$ cat src/rtl/dlfloat_mac_sequencer.sv
// Job sequencer for the DLFloat16 MAC: streams a/b operand pairs into the MAC,
// waits out its pipeline, then returns the 16-bit accumulator as two bytes.
module dlfloat_mac_sequencer #(
  parameter int MAC_LAT = 2,
  parameter int LEN_W   = 8
) (
  input  logic             clk,
  input  logic             rst_n,
  input  logic             start,
  input  logic [LEN_W-1:0] len,
  input  logic             abort,
  input  logic [15:0]      in_data,
  input  logic             in_valid,
  output logic             in_ready,
  output logic [15:0]      mac_a,
  output logic [15:0]      mac_b,
  output logic             mac_en,
  output logic             acc_clr,
  input  logic [15:0]      acc_in,
  output logic [7:0]       out_byte,
  output logic             out_valid,
  input  logic             out_ready,
  output logic             busy,
  output logic             nan_seen,
  output logic [2:0]       dbg_state
);

  // Both ports are valid/ready: a word moves only in a cycle where valid and
  // ready are both high; valid never drops and data never changes while waiting.
  typedef enum logic [2:0] {
    S_IDLE, S_CLEAR, S_LOAD_A, S_LOAD_B, S_ISSUE, S_DRAIN, S_OUT_HI, S_OUT_LO
  } state_t;

  localparam int LAT_W = (MAC_LAT > 1) ? $clog2(MAC_LAT) : 1;
  localparam logic [LAT_W-1:0] LAT_LAST = LAT_W'(MAC_LAT - 1);

  state_t           state;
  logic [LEN_W-1:0] len_q;
  logic [LEN_W:0]   pair_cnt;
  logic [LAT_W-1:0] lat_cnt;
  logic [15:0]      result;
  logic             aborting;
  logic [15:0]      drain_val;
  logic [LEN_W:0]   pair_next;

  // An empty job never issues mac_en, so the accumulator is not consulted.
  assign drain_val = (len_q == '0) ? 16'h0000 : acc_in;
  assign pair_next = pair_cnt + 1'b1;
  assign dbg_state = state;

  always_ff @(posedge clk or negedge rst_n) begin
    if (!rst_n) begin
      state     <= S_IDLE;
      len_q     <= '0;
      pair_cnt  <= '0;
      lat_cnt   <= '0;
      result    <= '0;
      aborting  <= 1'b0;
      mac_a     <= '0;
      mac_b     <= '0;
      mac_en    <= 1'b0;
      acc_clr   <= 1'b0;
      in_ready  <= 1'b0;
      out_valid <= 1'b0;
      out_byte  <= '0;
      busy      <= 1'b0;
      nan_seen  <= 1'b0;
    end else begin
      mac_en  <= 1'b0;
      acc_clr <= 1'b0;
      if (abort && state != S_IDLE) begin
        state     <= S_CLEAR;
        aborting  <= 1'b1;
        acc_clr   <= 1'b1;
        in_ready  <= 1'b0;
        out_valid <= 1'b0;
        out_byte  <= '0;
        busy      <= 1'b1;
      end else begin
        case (state)
          S_IDLE: begin
            if (start) begin
              len_q    <= len;
              nan_seen <= 1'b0;
              pair_cnt <= '0;
              aborting <= 1'b0;
              acc_clr  <= 1'b1;
              busy     <= 1'b1;
              state    <= S_CLEAR;
            end
          end
          S_CLEAR: begin
            if (aborting) begin
              aborting <= 1'b0;
              busy     <= 1'b0;
              state    <= S_IDLE;
            end else if (len_q == '0) begin
              lat_cnt <= '0;
              state   <= S_DRAIN;
            end else begin
              in_ready <= 1'b1;
              state    <= S_LOAD_A;
            end
          end
          S_LOAD_A: begin
            if (in_valid) begin
              mac_a <= in_data;
              if (in_data == 16'hFFFF) nan_seen <= 1'b1;
              state <= S_LOAD_B;
            end
          end
          S_LOAD_B: begin
            if (in_valid) begin
              mac_b    <= in_data;
              if (in_data == 16'hFFFF) nan_seen <= 1'b1;
              in_ready <= 1'b0;
              mac_en   <= 1'b1;
              state    <= S_ISSUE;
            end
          end
          S_ISSUE: begin
            pair_cnt <= pair_next;
            if (pair_next == {1'b0, len_q}) begin
              lat_cnt <= '0;
              state   <= S_DRAIN;
            end else begin
              in_ready <= 1'b1;
              state    <= S_LOAD_A;
            end
          end
          S_DRAIN: begin
            if (lat_cnt == LAT_LAST) begin
              result    <= drain_val;
              out_byte  <= drain_val[15:8];
              out_valid <= 1'b1;
              state     <= S_OUT_HI;
            end else begin
              lat_cnt <= lat_cnt + 1'b1;
            end
          end
          S_OUT_HI: begin
            if (out_ready) begin
              out_byte <= result[7:0];
              state    <= S_OUT_LO;
            end
          end
          S_OUT_LO: begin
            if (out_ready) begin
              out_valid <= 1'b0;
              out_byte  <= '0;
              busy      <= 1'b0;
              state     <= S_IDLE;
            end
          end
          default: state <= S_IDLE;
        endcase
      end
    end
  end

endmodule

$ cat config.mk
export PLATFORM = sky130hd
export DESIGN_NAME = dlfloat_mac_sequencer
export DESIGN_NICKNAME = d
export VERILOG_FILES = /design/src/rtl/dlfloat_mac_sequencer.sv
export SDC_FILE = /design/constraint.sdc
export NUM_CORES = 1
export LEC_CHECK = 0
export ABC_AREA = 1
export CAP_MARGIN = 20
export CORE_AREA = 2 2 127 79
export DETAILED_ROUTE_END_ITERATION = 10
export DIE_AREA = 0 0 129 81
export PLACE_DENSITY = 0.67
export SYNTH_ARGS = -nofsm -noshare
export SYNTH_HDL_FRONTEND = slang
export SYNTH_SLANG_ARGS = --single-unit
$ cat constraint.sdc
create_clock -name clk -period 4.55 [get_ports clk]
set_clock_uncertainty 0.05 [all_clocks]
set_input_delay 0.91 -clock clk [delete_from_list [all_inputs] [get_ports clk]]
set_output_delay 0.91 -clock clk [all_outputs]
set_load 0.1 [all_outputs]
==> Yosys cells after proc, flatten, opt, wreduce, memory -nomap -nowiden <==
Index checks and enable logic that the tools add are counted.
{ "op_classes": {"n_addsub": 2, "eq_ne": 25, "n_mux": 50, "bitwise_logic": 1, "reduce_logical": 26} }
{ "ops": {"columns": ["operator", "count"], "rows": [
  ["two-way mux 8 bit", 4],
  ["two-way mux 3 bit", 10],
  ["!= test 3 bit (second input constant)", 10],
  ["two-way mux 1 bit", 25],
  ["case mux 3 bit (8 select lines)", 1],
  ["case mux 8 bit (3 select lines)", 1],
  ["case mux 9 bit (2 select lines)", 1],
  ["AND reduction 3 bit", 6],
  ["== test 16 bit (second input constant)", 1],
  ["two-way mux 16 bit", 1],
  ["AND reduction 5 bit", 3],
  ["== test 3 bit (second input constant)", 4],
  ["nonzero test 3 bit", 4],
  ["nonzero test 4 bit", 3],
  ["adder 9 x 1 -> 9 bit (second input constant)", 1],
  ["== test 9 x 8 -> 1 bit", 1],
  ["two-way mux 9 bit", 1],
  ["case mux 1 bit (3 select lines)", 3],
  ["logical NOT 8 bit", 1],
  ["!= test 2 bit (second input constant)", 4],
  ["AND reduction 4 bit", 2],
  ["== test 3 x 2 -> 1 bit (second input constant)", 2],
  ["case mux 1 bit (2 select lines)", 3],
  ["AND reduction 6 bit", 1],
  ["other kinds (9)", 11]
]} }
{ "totals": {"ff_bits": 76, "in_bits": 46, "output_inout_bits": 49, "word_cells": 119} }

==> Logic depth before layout (Yosys ltp) <==
Gate-level depths: netlist of run 1.
{ "depth": {"ltp_word": 5, "depth_mapped": 14} }

==> Worst setup path before layout of run 1 <==
OpenSTA, ideal clock, no wires.
{ "synth_path": {"path_kind": "register to register", "startpoint": "reg state[2] (netlist: dbg_state[2])", "endpoint": "reg out_byte[6]", "setup_time_ns": 0.128, "t_arrival_ns": 2.151, "path_slack_ns": 2.222, "stages_incl_launch_ff": 10, "n_path_buf": 1, "period_less_slack_ns": 2.328, "cell_sequence": "dfrtp_1 > nand2_1 > nor2_1 > nand3_2 > nand2_2 > nor2_4 > o21a_4 > buf_6 > o2111ai_1 > o21ai_1"} }
{ "synth_between": {"elab_chain_cells": 4} }
{ "synth_rtl": {"columns": ["element", "line_no", "rtl"], "rows": [
  ["start, declared", "37", "state_t state;"],
  ["start signal, assigned", "53", "state <= S_IDLE;"],
  ["start signal, assigned", "72", "state <= S_CLEAR;"],
  ["start signal, assigned", "89", "state <= S_CLEAR;"],
  ["nonzero test 3 bit", "71", "if (abort && state != S_IDLE) begin"],
  ["logical AND 1 bit", "71", null],
  ["!= test 3 bit (no line) / nonzero test 4 bit (equally long branches)", null, null],
  ["AND reduction 4 bit (no line)", null, null],
  ["end signal, assigned", "134", "out_byte <= drain_val[15:8];"],
  ["end signal, assigned", "143", "out_byte <= result[7:0];"],
  ["end, declared", "20", "output logic [7:0] out_byte,"]
]} }
Several ways; a longest one is shown, not always the timed one.
A chain may end at the register's enable or synchronous reset.

==> Worst setup path in the final report of run 1 <==
{ "layout_path": {"startpoint": "reg state[1] (netlist: dbg_state[1])", "endpoint": "out dbg_state[1]"} }
{ "layout_lines": {"columns": ["element", "line_no", "rtl"], "rows": [
  ["end, declared", "25", "output logic [2:0] dbg_state"]
]} }
No word-level cell between the ends.

==> results of run 1 <==
registers in the layout, summed over array words and instances, names as in the netlist:
signal and cells:
aborting 1, acc_clr 1, busy 1, dbg_state 3, in_ready 1, lat_cnt 1
len_q 8, mac_a 16, mac_b 16, mac_en 1, nan_seen 1, out_byte 8
out_valid 1, pair_cnt 9, result 8
final timing paths:
check	from	slack, ns	to
max	dbg_state[1]$_DFFE_PN0P_	1.54	dbg_state[1]
min	lat_cnt$_DFFE_PN0P_	0.42	lat_cnt$_DFFE_PN0P_
max reg2reg	dbg_state[1]$_DFFE_PN0P_	2.38	dbg_state[0]$_DFFE_PN0P_
min reg2reg	lat_cnt$_DFFE_PN0P_	0.42	lat_cnt$_DFFE_PN0P_
max in group asynchronous	rst_n	3.16	out_byte[3]$_DFFE_PN0P_
min in group asynchronous	rst_n	0.66	mac_b[9]$_DFFE_PN0P_
placed cells by master (no fill, tap or decap), drive strengths merged, types with 2 or more instances in the layout:
cell           instances
nor2                  28
clkbuf                12
o21ai                 48
o21a                   2
clkinv                 2
inv                   62
nand2                130
clkdlybuf4s50         93
nand3                 40
nand4                 11
o211ai                 2
nor3                   3
a21oi                 11
dfrtp                 76
o2111ai                7
buf                    3
o22ai                  6
bufinv                 2
cells by family after synthesis:
group	Yosys count	synth area share, %
AO/OA/AOI/OAI	80	12.8
AND/OR/NAND/NOR	214	25.5
adder cells (fa/ha/maj)	1	0.345
XOR/XNOR	2	0.483
buffers and inverters	76	8.48
flip-flops	76	52.4
layer usage:
layer  vias up  wire length [um]
met4         0               119
met1      1576              4780
met3        13               760
met5         -                 0
li1       1657                 -
met2       133              3980
through the flow:
stage                     utilization, %  area, sq um
after floorplan                        -         3630
after global placement              49.2         4670
after detailed placement            49.2         4670
after CTS                           52.5         4990
after global routing                52.8         5020
final                               52.8         5020
layout make-up:
cell class              instances  area, sq um
clock buffers                  12          246
fillers                       889         4480
well taps                     135          169
multi-input cells             297         1420
repair buffers                 96          968
flip-flops and latches         76         1900
inverters                      63          236
clock inverters                 4         72.6
==> flow_metrics.py, run 1 <==
metrics = {
    "finish": {
        "drive_above_1_share_pct": 5.84,
        "finalNonFillerCells": 683,
        "num_antenna_cells": 0,
        "fin_nets": 590,
        "area_growth_pct": 38.1,
    },
    "die": {
        "start_util_pct": 38.2,
        "design.core.area_sq_mm": 0.00949,
        "die_y_um": 81,
        "ios": 95,
        "die_area_sq_mm": 0.0104,
        "core.rowCount": 28,
        "die_w_um": 129,
    },
    "routing": {
        "dr.pass1.iters": 5,
        "drtAntennaViolNets": 0,
        "drtIter0Drc": 296,
        "route.vias.total": 3379,
        "post_drt_via_cell_ratio": 4.95,
        "route.detailed.wl_per_inst_um": 14.1,
        "drt_wl_total_um": 9630,
        "drc": 0,
    },
    "placement": {
        "dp_hpwl_um": 7080,
        "place_congestion": 0.903,
        "placedCellCount": 665,
        "port_buffers": 94,
        "pre_cts_ws_ns": 1.30,
    },
    "synthesis": {
        "yosysMostFrequentCell": "nand2_1",
        "synthArstFlopShare_pct": 100,
        "syn_inst": 449,
        "ys.flop_type": "dfrtp_1",
        "ys_ff_latch": 76,
        "synthTopCellsByCount": "nand2_1 (127), dfrtp_1 (76), inv_1 (58), o21ai_0 (46), nand3_1 (38)",
        "synthTopCellsByArea": "dfrtp_1 (52%), nand2_1 (13%), o21ai_0 (6.3%)",
        "ys_seq_area_share_pct": 52.4,
        "synth_cell_type_count": 32,
        "synth_top_area_share_pct": 52.4,
        "synth_area_leader_cell": "dfrtp_1",
        "synth-edff-count": 0,
        "avgSynthCellArea_sq_um": 8.09,
        "netlist_area_sq_mm": 0.00363,
        "yosys_warnings": 0,
        "syn_nets": 496,
    },
    "critical_path": {
        "path_buf_inv": 1,
        "r2r_cells": 9,
        "cp.required_ns": 3.59,
        "critPathCaptureType": "output port",
        "path_depth": 1,
        "cpPeakStageDelay_ns": 1.20,
        "worst_path_dominant_cell_family": "buffers and inverters",
        "critical_path_class": "register to output port",
        "start_kind": "register",
        "crit_chain": "clkdlybuf4s50_1",
        "crit_slowest_cell": "clkdlybuf4s50_1",
        "crit_arrival_ns": 2.05,
        "crit_fanout": 8,
    },
    "clocking": {
        "root_buffer": "clkbuf_16",
        "cts_sinks": 76,
        "cts-buffers-inserted": 9,
        "tritoncts": "done",
        "cts_resized": 0,
        "clk_pin_slew_worst_paths_ns": 0.06,
        "clk_latency_ns": 0.33,
        "htree_num_levels": 3,
        "ctsHoldBuffers": 0,
        "post-cts-setup-buffer-count": 0,
        "clk_path_buf_depth": 2,
    },
    "timing": {
        "slew_headroom_pct": 33.0,
        "holdWs_ns": 0.421,
        "worst_slew_pin_slew_ns": 1.00,
        "hold_violations": 0,
        "maxSlewViolCount": 0,
        "setup_violations": 0,
        "fmax_mhz": 333,
        "setup_slack_ns": 1.54,
        "final.setup.tns_ns": 0,
        "rsz0062_at_grt": "no",
        "fin_crit_sh_pct": 66.1,
        "period_minus_slack_ns": 3.01,
    },
    "global_routing": {
        "track_usage_pct": 19.5,
        "met2_usage_pct": 27.2,
        "first_global_vias": 3170,
        "grt_max_degree": 77,
        "grt_busiest_layer": "met1",
        "met3_usage_pct": 6.06,
        "met1_usage_pct": 29.2,
        "grt_first_pass_wirelength_um": 15600,
        "antenna_found_initial": 0,
        "grt_overflow_total": 0,
    },
    "job": {
        "maxCapViolCount": 0,
    },
    "hold_path": {
        "min_path_type": "register to register",
        "holdPathStages": 2,
    },
    "outcome": {
        "status": "finished, final reports clean",
    },
}
Power of run 1 is not shown: default switching activity piles up to over one toggle a cycle in this logic, so the estimate is an artifact.
==> inputs of run 2 (changes only) <==
==> constraint.sdc (replaced) <==
create_clock -name clk -period 2.8 [get_ports clk]
set_clock_uncertainty 0.05 [all_clocks]
set_input_delay 0.56 -clock clk [delete_from_list [all_inputs] [get_ports clk]]
set_output_delay 0.56 -clock clk [all_outputs]
set_load 0.1 [all_outputs]
==> flow_metrics.py, run 2 (same netlist as run 1, synthesis figures left out) <==
metrics = {
    "clocking": {
        "clk_latency_ns": 0.34,
        "htree_num_levels": 3,
        "cts-buffers-inserted": 9,
        "cts_resized": 0,
        "clk_pin_slew_worst_paths_ns": 0.06,
        "root_buffer": "clkbuf_16",
        "clk_path_buf_depth": 2,
        "post-cts-setup-buffer-count": 0,
        "tritoncts": "done",
        "ctsHoldBuffers": 0,
        "cts_sinks": 76,
    },
    "routing": {
        "dr.pass1.iters": 5,
        "route.vias.total": 3389,
        "drc": 0,
        "drtIter0Drc": 210,
        "drt_wl_total_um": 9720,
        "drtAntennaViolNets": 0,
        "route.detailed.wl_per_inst_um": 14.2,
        "post_drt_via_cell_ratio": 4.94,
    },
    "die": {
        "design.core.area_sq_mm": 0.00949,
        "die_area_sq_mm": 0.0104,
        "start_util_pct": 38.2,
        "core.rowCount": 28,
        "die_w_um": 129,
        "ios": 95,
        "die_y_um": 81,
    },
    "global_routing": {
        "track_usage_pct": 20.1,
        "first_global_vias": 3230,
        "antenna_found_initial": 0,
        "grt_first_pass_wirelength_um": 16100,
        "grt_overflow_total": 0,
        "grt_max_degree": 50,
    },
    "timing": {
        "hold_violations": 0,
        "holdWs_ns": 0.197,
        "fmax_mhz": 454,
        "maxSlewViolCount": 0,
        "period_minus_slack_ns": 2.20,
        "fin_crit_sh_pct": 78.6,
        "worst_slew_pin_slew_ns": 0.651,
        "final.setup.tns_ns": 0,
        "rsz0062_at_grt": "no",
        "slew_headroom_pct": 56.6,
        "setup_violations": 0,
    },
    "critical_path": {
        "start_kind": "register",
        "worst_path_dominant_cell_family": "compound AO/OA/AOI/OAI gates",
        "crit_arrival_ns": 2.36,
        "critPathLaunch": "dbg_state[1]$_DFFE_PN0P_",
        "critPathCaptureType": "register",
        "path_buf_inv": 1,
        "crit_path_frequent_cell": "o21ai_0",
        "cp.required_ns": 2.96,
        "critical_path_class": "register to register",
        "cpPeakStageDelay_ns": 0.54,
        "crit_slowest_cell": "o21ai_0",
        "crit_chain": "nand2_1 > o21ai_0 > inv_1 > o2111ai_1 > o21ai_0",
        "crit_fanout": 18,
        "r2r-start": "dbg_state[1]$_DFFE_PN0P_",
    },
    "placement": {
        "placed_area_sq_mm": 0.00459,
        "port_buffers": 94,
        "place_congestion": 0.877,
        "dp_hpwl_um": 7310,
    },
    "outcome": {
        "status": "finished, final reports clean",
    },
    "finish": {
        "area_growth_pct": 34.5,
        "num_antenna_cells": 0,
        "layout_commonest_cell": "nand2_1",
        "reg_top3": "mac_a (16), mac_b (16), pair_cnt (9)",
        "final_area_sq_mm": 0.00488,
        "drive_above_1_share_pct": 15.6,
        "final_cell_mix": "nand2_1 (127), dfrtp_1 (76), inv_1 (58), buf_4 (54), o21ai_0 (46)",
        "fin_nets": 593,
    },
    "job": {
        "maxCapViolCount": 0,
    },
    "hold_path": {
        "min_path_type": "input port to async pin",
    },
}
## run 2: stage by stage
| step | util (%) | setup WS (ns) | cells |
|---|---|---|---|
| final | 51.4 | 0.599 | 686 |
| after global routing | 51.4 | 0.448 | 686 |
| after CTS | 51.4 | 0.667 | 686 |
| after detailed placement | 48.4 | 0.495 | 670 |
| after global placement | 48.4 | 0.530 | 670 |
| after floorplan | - | 0.472 | 449 |
## run 2: final cells by class
type,instances,area [sq um]
clock buffer,11,253
clock inverter,5,35.0
fill,892,4610
inverter,63,236
multi-input combinational,297,1420
sequential,76,1900
tap,135,169
timing repair buffer,99,866
## run 2: path summary, 6_finish.rpt
kind                       slack, ns                 endpoint  cells after the start
min                             0.20     mac_a[8]$_DFFE_PN0P_                      1
min in group clk                0.42     in_ready$_DFFE_PN0P_                      2
max                             0.60  out_byte[4]$_DFFE_PN0P_                      5
min reg2reg                     0.42     in_ready$_DFFE_PN0P_                      2
max reg2reg                     0.60  out_byte[4]$_DFFE_PN0P_                      5
max in group asynchronous       1.91  out_byte[6]$_DFFE_PN0P_                      2
## run 2: routing by layer
layer / routed length (um) / part of all wire (%) / GRT usage (%) / vias to the layer above
li1: - / - / - / 1670
met1: 4720 / 49 / 28.7 / 1558
met2: 3860 / 40 / 27.6 / 143
met3: 959 / 9.9 / 8.10 / 18
met4: 177 / 1.8 / 6.30 / 0
met5: 0 / 0 / 0 / -
Power of run 2 is left out for the same reason.
==> inputs of run 3 (changes only) <==
--- a/config.mk
+++ b/config.mk
@@ -10,7 +10,7 @@
 export CORE_AREA = 2 2 127 79
 export DETAILED_ROUTE_END_ITERATION = 10
 export DIE_AREA = 0 0 129 81
-export PLACE_DENSITY = 0.67
+export PLACE_DENSITY = 0.69
 export SYNTH_ARGS = -nofsm -noshare
 export SYNTH_HDL_FRONTEND = slang
 export SYNTH_SLANG_ARGS = --single-unit
==> constraint.sdc (replaced) <==
create_clock -name clk -period 2 [get_ports clk]
set_clock_uncertainty 0.05 [all_clocks]
set_input_delay 0.4 -clock clk [delete_from_list [all_inputs] [get_ports clk]]
set_output_delay 0.4 -clock clk [all_outputs]
set_load 0.1 [all_outputs]
==> flow_metrics.py, run 3 (same netlist as run 1, synthesis figures left out) <==
metrics = {
    "die": {
        "die_w_um": 129,
        "core.rowCount": 28,
        "die_y_um": 81,
        "start_util_pct": 38.2,
        "die_area_sq_mm": 0.0104,
        "design.core.area_sq_mm": 0.00949,
        "ios": 95,
    },
    "clocking": {
        "htree_num_levels": 3,
        "cts-buffers-inserted": 9,
        "clk_pin_slew_worst_paths_ns": 0.06,
        "cts_sinks": 76,
        "post-cts-setup-buffer-count": 0,
        "tritoncts": "done",
        "root_buffer": "clkbuf_16",
        "clk_latency_ns": 0.33,
        "clk_path_buf_depth": 2,
    },
    "routing": {
        "drtIter0Drc": 163,
        "dr.pass1.iters": 5,
        "drt_wl_total_um": 9480,
        "wl_met2_um": 4010,
        "post_drt_via_cell_ratio": 4.86,
        "wl_met3_um": 845,
        "route.detailed.wl_per_inst_um": 13.6,
        "route.vias.total": 3395,
        "drc": 0,
        "drtAntennaViolNets": 0,
        "wl_met1_um": 4510,
        "highest_layer": "met4",
    },
    "global_routing": {
        "grt_overflow_total": 0,
        "grt_first_pass_wirelength_um": 15500,
        "first_global_vias": 3253,
        "grt_max_degree": 42,
        "track_usage_pct": 19.2,
        "antenna_found_initial": 0,
    },
    "timing": {
        "maxSlewViolCount": 0,
        "holdWs_ns": 0.380,
        "hold_violations": 0,
        "slew_headroom_pct": 71.9,
        "rsz0062_at_grt": "yes",
        "setup_violations": 0,
        "fin_crit_sh_pct": 93.5,
        "period_minus_slack_ns": 1.87,
        "worst_slew_pin_slew_ns": 0.418,
        "fmax_mhz": 535,
        "setup_slack_ns": 0.131,
        "final.setup.tns_ns": 0,
    },
    "critical_path": {
        "critical_path_class": "register to register",
        "cp.required_ns": 2.17,
        "start_kind": "register",
        "crit_fanout": 3,
        "crit_arrival_ns": 2.04,
        "critPathCaptureType": "register",
    },
    "placement": {
        "place_congestion": 0.892,
        "placedCellCount": 681,
        "dp_hpwl_um": 7180,
        "port_buffers": 94,
        "pre_cts_ws_ns": -0.132,
    },
    "finish": {
        "fin_nets": 605,
        "final_cell_mix": "nand2_1 (127), dfrtp_1 (73), inv_1 (57), buf_4 (57), o21ai_0 (45)",
        "reg_top3": "mac_a (16), mac_b (16), pair_cnt (9)",
        "finalNonFillerCells": 698,
        "layout_commonest_cell": "nand2_1",
        "area_growth_pct": 40.4,
        "num_antenna_cells": 0,
        "drive_above_1_share_pct": 18.7,
    },
    "hold_path": {
        "min_path_type": "input port to async pin",
    },
    "job": {
        "maxCapViolCount": 0,
    },
    "outcome": {
        "status": "finished, final reports clean",
    },
}
## run 3: path summary, 6_finish.rpt
check	startpoint	endpoint	slack, ns	cells after the start
max in group asynchronous	rst_n	len_q[0]$_DFFE_PN0P_	0.94	3
max reg2reg	pair_cnt[0]$_DFFE_PN0P_	lat_cnt$_DFFE_PN0P_	0.13	11
min reg2reg	lat_cnt$_DFFE_PN0P_	lat_cnt$_DFFE_PN0P_	0.43	2
min	rst_n	len_q[7]$_DFFE_PN0P_	0.38	2
min in group clk	lat_cnt$_DFFE_PN0P_	lat_cnt$_DFFE_PN0P_	0.43	2
max	pair_cnt[0]$_DFFE_PN0P_	lat_cnt$_DFFE_PN0P_	0.13	11
## run 3: repair_timing
action                                  4_1_cts  5_1_grt
hold buffers                                  1        0
endpoints found under the hold margin         7        0
gates resized for setup                       0        7
endpoints found under the setup margin        0       15
## run 3: final cells by class
type                       instances  area, sq um
clock inverter                     7         52.6
fill                             877         4400
inverter                          63          236
tap                              135          169
clock buffer                       9          225
sequential                        76         1910
multi-input combinational        297         1450
timing repair buffer             111         1060
## run 3: through the flow
step / util (%) / cell area, sq um
6_report: 53.7 / 5100
5_1_grt: 53.7 / 5100
4_1_cts: 53.4 / 5070
3_5_place_dp: 50.4 / 4780
3_3_place_gp: 50.4 / 4780
2_1_floorplan: - / 3640
## run 3: layer usage
layer / up-vias / track usage (%)
met3: 10 / 7.71
met4: 0 / 5.65
li1: 1697 / -
met1: 1577 / 26.7
met2: 111 / 27.8
met5: - / 0
## run 3: worst max-delay path, stage by stage, from the launching register on
cell and delay, ns:
dfrtp_1 0.41, ha_4 0.26, xnor2_1 0.16, nand2_1 0.09
nor2_1 0.14, nand3_1 0.10, nor2_1 0.13, nand3_1 0.14
nand2_1 0.11, nand2_1 0.07, nand2_1 0.07, nand2_1 0.05
Power of run 3 is left out for the same reason.
==> RTL edit 1: new RTL, config.mk and constraints of run 2 <==
Set the parameter `LEN_W` to 16 (it was 8).
--- a/src/rtl/dlfloat_mac_sequencer.sv
+++ b/src/rtl/dlfloat_mac_sequencer.sv
@@ -4,3 +4,3 @@
   parameter int MAC_LAT = 2,
-  parameter int LEN_W   = 8
+  parameter int LEN_W   = 16
 ) (
Interface: changed (resized len); port bits go from 95 to 103. The function was not compared with the original's and may differ.
==> RTL edit 1 against run 2 <==
Sequential share of layout area fell by 0.98 points; critical path type unchanged; hold slack got worse by 89 ps; largest cell class unchanged; synthesized area rose by 29%; critical endpoint is now dbg_state[1]; setup slack got worse by 220 ps; final area rose by 24%; core utilization rose by 12 points; sequential cell count rose by 16; non-clock buffer count rose by 14; count of clock-buffer cells in the layout fell by 2; routed wire length rose by 33%.
==> RTL edit 1: results (changes against run 2) <==
synthesis:
  syn_nets: 672  # +35%
  ys_types: 29  # -9.4%
  netlist_instances: 617  # +37%
  netlist_top_cells_count: "nand2_1 (181), dfrtp_1 (92), inv_1 (91)"
  ys_top_cells_by_area: "dfrtp_1 (49%), nand2_1 (15%), o21ai_0 (8.5%)"
  ys_seq_area_share_pct: 49.3  # -3.1 points
global_route:
  grt_usage_pct: 25.9  # +5.9 points
  grt_antenna_before_repair: 0  # unchanged
  grt_pass1_wl_um: 20600  # +28%
  grt_pass1_vias: 4059  # +26%
  grt_max_degree: 34  # -32%
routing:
  dr.pass1.iters: 5  # unchanged
  first_iter_violations: 532  # +150%
  routed_via_density: 5.26  # +6.5%
  wl_um: 12900  # +33%
outcome:
  status: "complete, no violations"
worst_setup_path:
  r2r_start: "pair_cnt[0]"
  reg2regPathDepth: 14  # +9
  regToRegEndpoint: "dbg_state[1]"
  crit_path_max_fanout: 5  # -13
  critPathArrivalTime_ps: 2610  # +250 ps
  rrSetupSlack_ps: 380  # -220 ps
finish:
  postLayoutCellArea_mm2: 0.00606  # +24%
  largest_register: "pair_cnt"
  drive_gt1_share_pct: 12.6  # -3.0 points
  finalNonFillerCells: 864  # +26%
  layout.nets: 779  # +31%
place:
  post-dp-hpwl_um: 9760  # +33%
  place_area_mm2: 0.00575  # +25%
  place_inst: 848  # +27%
  port_buffers: 102  # +8.5%
  place_congestion: 0.966  # +10%
timing:
  worst_pin_slew_ps: 813  # +162 ps
## RTL edit 1: worst max-delay path by stage
stage                             from            to  slack [ps]  depth (start not counted)
after global placement           abort      mac_b[6]         380                          6
after floorplan           dbg_state[1]   out_byte[6]         340                         12
final                      pair_cnt[0]  dbg_state[1]         380                         14
after global routing       pair_cnt[0]  dbg_state[1]         220                         14
after CTS                  pair_cnt[0]  dbg_state[1]         450                         14
after detailed placement         abort      mac_b[6]         270                          6
## RTL edit 1: power by group
| part | switching (W) | leakage [nW] | internal [W] |
|---|---|---|---|
| Clock | 0.000563 | 0.150 | 0.000708 |
| Sequential | 0.000427 | 1.19 | 0.00189 |
| Combinational | 0.00341 | 1.67 | 0.00102 |
## RTL edit 1: logic make-up after synthesis
logic type                 Yosys count  share of synthesized area (%)
and+or+nand+nor                    302                           27.6
AOI/OAI and AO/OA                  113                           13.8
buffers and inverters              109                           9.03
DFF                                 92                           49.3
adders and majority gates            1                          0.268
## RTL edit 1: area by class of cell
class                           count  area [um^2]
Fill cell                         811         3430
Sequential cell                    92         2300
Multi-Input combinational cell    416         1940
Timing Repair Buffer              113          991
Inverter                           92          348
Clock buffer                        9          225
Tap cell                          135          169
Clock inverter                      7         82.6
## RTL edit 1: worst max-delay path, stage by stage (launching register included)
cell	delay (ps)
dfrtp_1	410
ha_1	220
nand3_1	250
nor2_1	360
nand3_1	150
nand3_1	110
nand2_1	70
nor2_1	130
nand2_1	100
nor2_2	130
nand2_1	80
nand2_2	80
nand2_1	60
nand2_1	60
nand2_1	50
## RTL edit 1: per-stage QoR
stage                     hold WS (ps)  power (W)  util, %  worst slack [ps]
after floorplan                    214    0.00564        -               335
after global placement             417    0.00667     60.6               384
after detailed placement           425    0.00673     60.6               270
after CTS                          126    0.00802     63.9               455
after global routing               149    0.00847     63.9               222
final                              107    0.00801     63.9               380
## RTL edit 1: metal layers
metal / part of all wire (%) / routed length (um) / GRT usage, % / vias up
met3: 9.0 / 1170 / 8.23 / 5
met1: 50 / 6460 / 40.1 / 2129
met2: 40 / 5220 / 35.4 / 186
met4: 0.40 / 51 / 4.89 / 0
met5: 0 / 0 / 0 / -
li1: - / - / - / 2225
==> RTL edit 2: new RTL, flow settings as in run 2 <==
Without the edit above. Register the output `dbg_state` once more, with the module's reset; this adds one clock of latency there. The other outputs are not delayed to match.
--- a/src/rtl/dlfloat_mac_sequencer.sv
+++ b/src/rtl/dlfloat_mac_sequencer.sv
@@ -48,3 +48,9 @@
   assign pair_next = pair_cnt + 1'b1;
-  assign dbg_state = state;
+  always_ff @(posedge clk or negedge rst_n) begin
+    if (!rst_n) begin
+      dbg_state <= '0;
+    end else begin
+      dbg_state <= state;
+    end
+  end
 
Behaviour: not the same (a bounded check fails within 4 cycles, from zero or initial values and one cycle with rst_n low).
==> RTL edit 2 against run 2 <==
Maximum frequency rose by 2.9%; core utilization rose by 1.6 points; final area rose by 3.0%; highest routed layer unchanged; routed wire length rose by 0.23%; sequential cell count rose by 3; setup slack improved by 62 ps; synthesized area rose by 3.2%; critical endpoint is now pair_cnt[2].
Power is left out: the tool's default activity adds up to more than one toggle a clock period on the data nets, which glitch-free logic cannot reach.
==> RTL edit 2: results (changes against run 2) <==
clocking:
  cts-buffers-inserted: 9  # unchanged
  htreeDepth: 3  # unchanged
  clk_pin_slew_ps: 60  # about the same
  cts.path.max_buffers: 2  # unchanged
  clock-root-buffer: "clkbuf_16"
  cts-resized-gates: 0  # unchanged
worst_setup_path:
  rrSetupSlack_ps: 660  # +60 ps
  reg2regPathDepth: 9  # +4
  regToRegEndpoint: "pair_cnt[2]"
  critPathArrivalTime_ps: 2340  # -20 ps
  startpoint: "state[1]"
  cp_slowest_cell: "dfrtp_1"
  crit_path_max_fanout: 10  # -8
  cpLargestDelayFamily: "simple AND/OR/NAND/NOR gates"
  slowest_delay_ps: 480  # -60 ps
  worstSetupEndpointType: "register"
routing:
  wl_um: 9740  # +0.23%
  dr.pass1.iters: 5  # unchanged
  via_count: 3385  # -0.12%
  first_iter_violations: 341  # +62%
  routed_via_density: 4.84  # -2.1%
finish:
  nFillCells: 859  # -3.7%
  diodes: 0  # unchanged
  drive_gt1_share_pct: 14.5  # -1.1 points
  layout.nets: 608  # +2.5%
  postLayoutCellArea_mm2: 0.00503  # +3.0%
place:
  place_inst: 685  # +2.2%
  port_buffers: 94  # unchanged
  dp_worst_setup_slack_ps: 373  # -122 ps
  post-dp-hpwl_um: 7390  # +1.1%
  place_congestion: 0.919  # +4.7%
  place_area_mm2: 0.00470  # +2.2%
synthesis:
  yosys_warnings: 0  # unchanged
  ys_seq_area_share_pct: 52.8  # +0.39 points
  ys_types: 29  # -9.4%
  syn_nets: 514  # +3.6%
  synth_top_area_share_pct: 52.8  # +0.39 points
  synthFlopType: "dfrtp_1"
  netlist_top_cells_count: "nand2_1 (142), dfrtp_1 (79), inv_1 (59)"
  synth_area_per_cell_um2: 8.02  # -0.81%
  synthArstFlopShare_pct: 100  # unchanged
  ys_top_cells_by_area: "dfrtp_1 (53%), nand2_1 (14%), o21ai_0 (6.3%)"
global_route:
  grt_usage_pct: 20.0  # -0.055 points
  grt_max_degree: 46  # -8.0%
  grt_pass1_wl_um: 16100  # -0.51%
  grt_pass1_vias: 3163  # -2.1%
timing:
  fmax_ghz: 0.467  # +2.9%
  worst_pin_slew_ps: 482  # -169 ps
  fin_hold_ws_ps: 131  # -65.7 ps
  finalSetupTns_ps: 0  # unchanged
outcome:
  status: "complete, no violations"
hold_path:
  min_path_type: "in -> async"
==> RTL edit 2: cell types whose count changed after synthesis, sizes merged, moves of 3 or more <==
cell,change
a21oi,-5
dfrtp,+3
buf,+4
nand2,+16
o21ai,+17
nand3,-8
==> RTL edit 2: layout make-up <==
class | count | share of cell area, %
clock inverters | 6 | 2.19
clock buffers | 9 | 4.48
well taps | 135 | 3.36
multi-input cells | 311 | 29.0
inverters | 62 | 4.63
repair buffers | 98 | 17.1
flip-flops and latches | 79 | 39.3
==> RTL edit 2: layer usage <==
metal  GRT usage, %  wire length, um  up-vias
met5              0                0        -
met2           28.7             4170       96
met3           4.87              480       14
li1               -                -     1714
met4           5.87              155        0
met1           29.9             4930     1561
==> RTL edit 2: cells by family after synthesis <==
logic type | count (synthesis) | synth area share (%)
AOI/OAI and AO/OA | 87 | 13.1
adders and majority gates | 1 | 0.334
and+or+nand+nor | 221 | 25.1
buffers and inverters | 77 | 8.28
xor gates and xnor gates | 2 | 0.468
DFF | 79 | 52.8
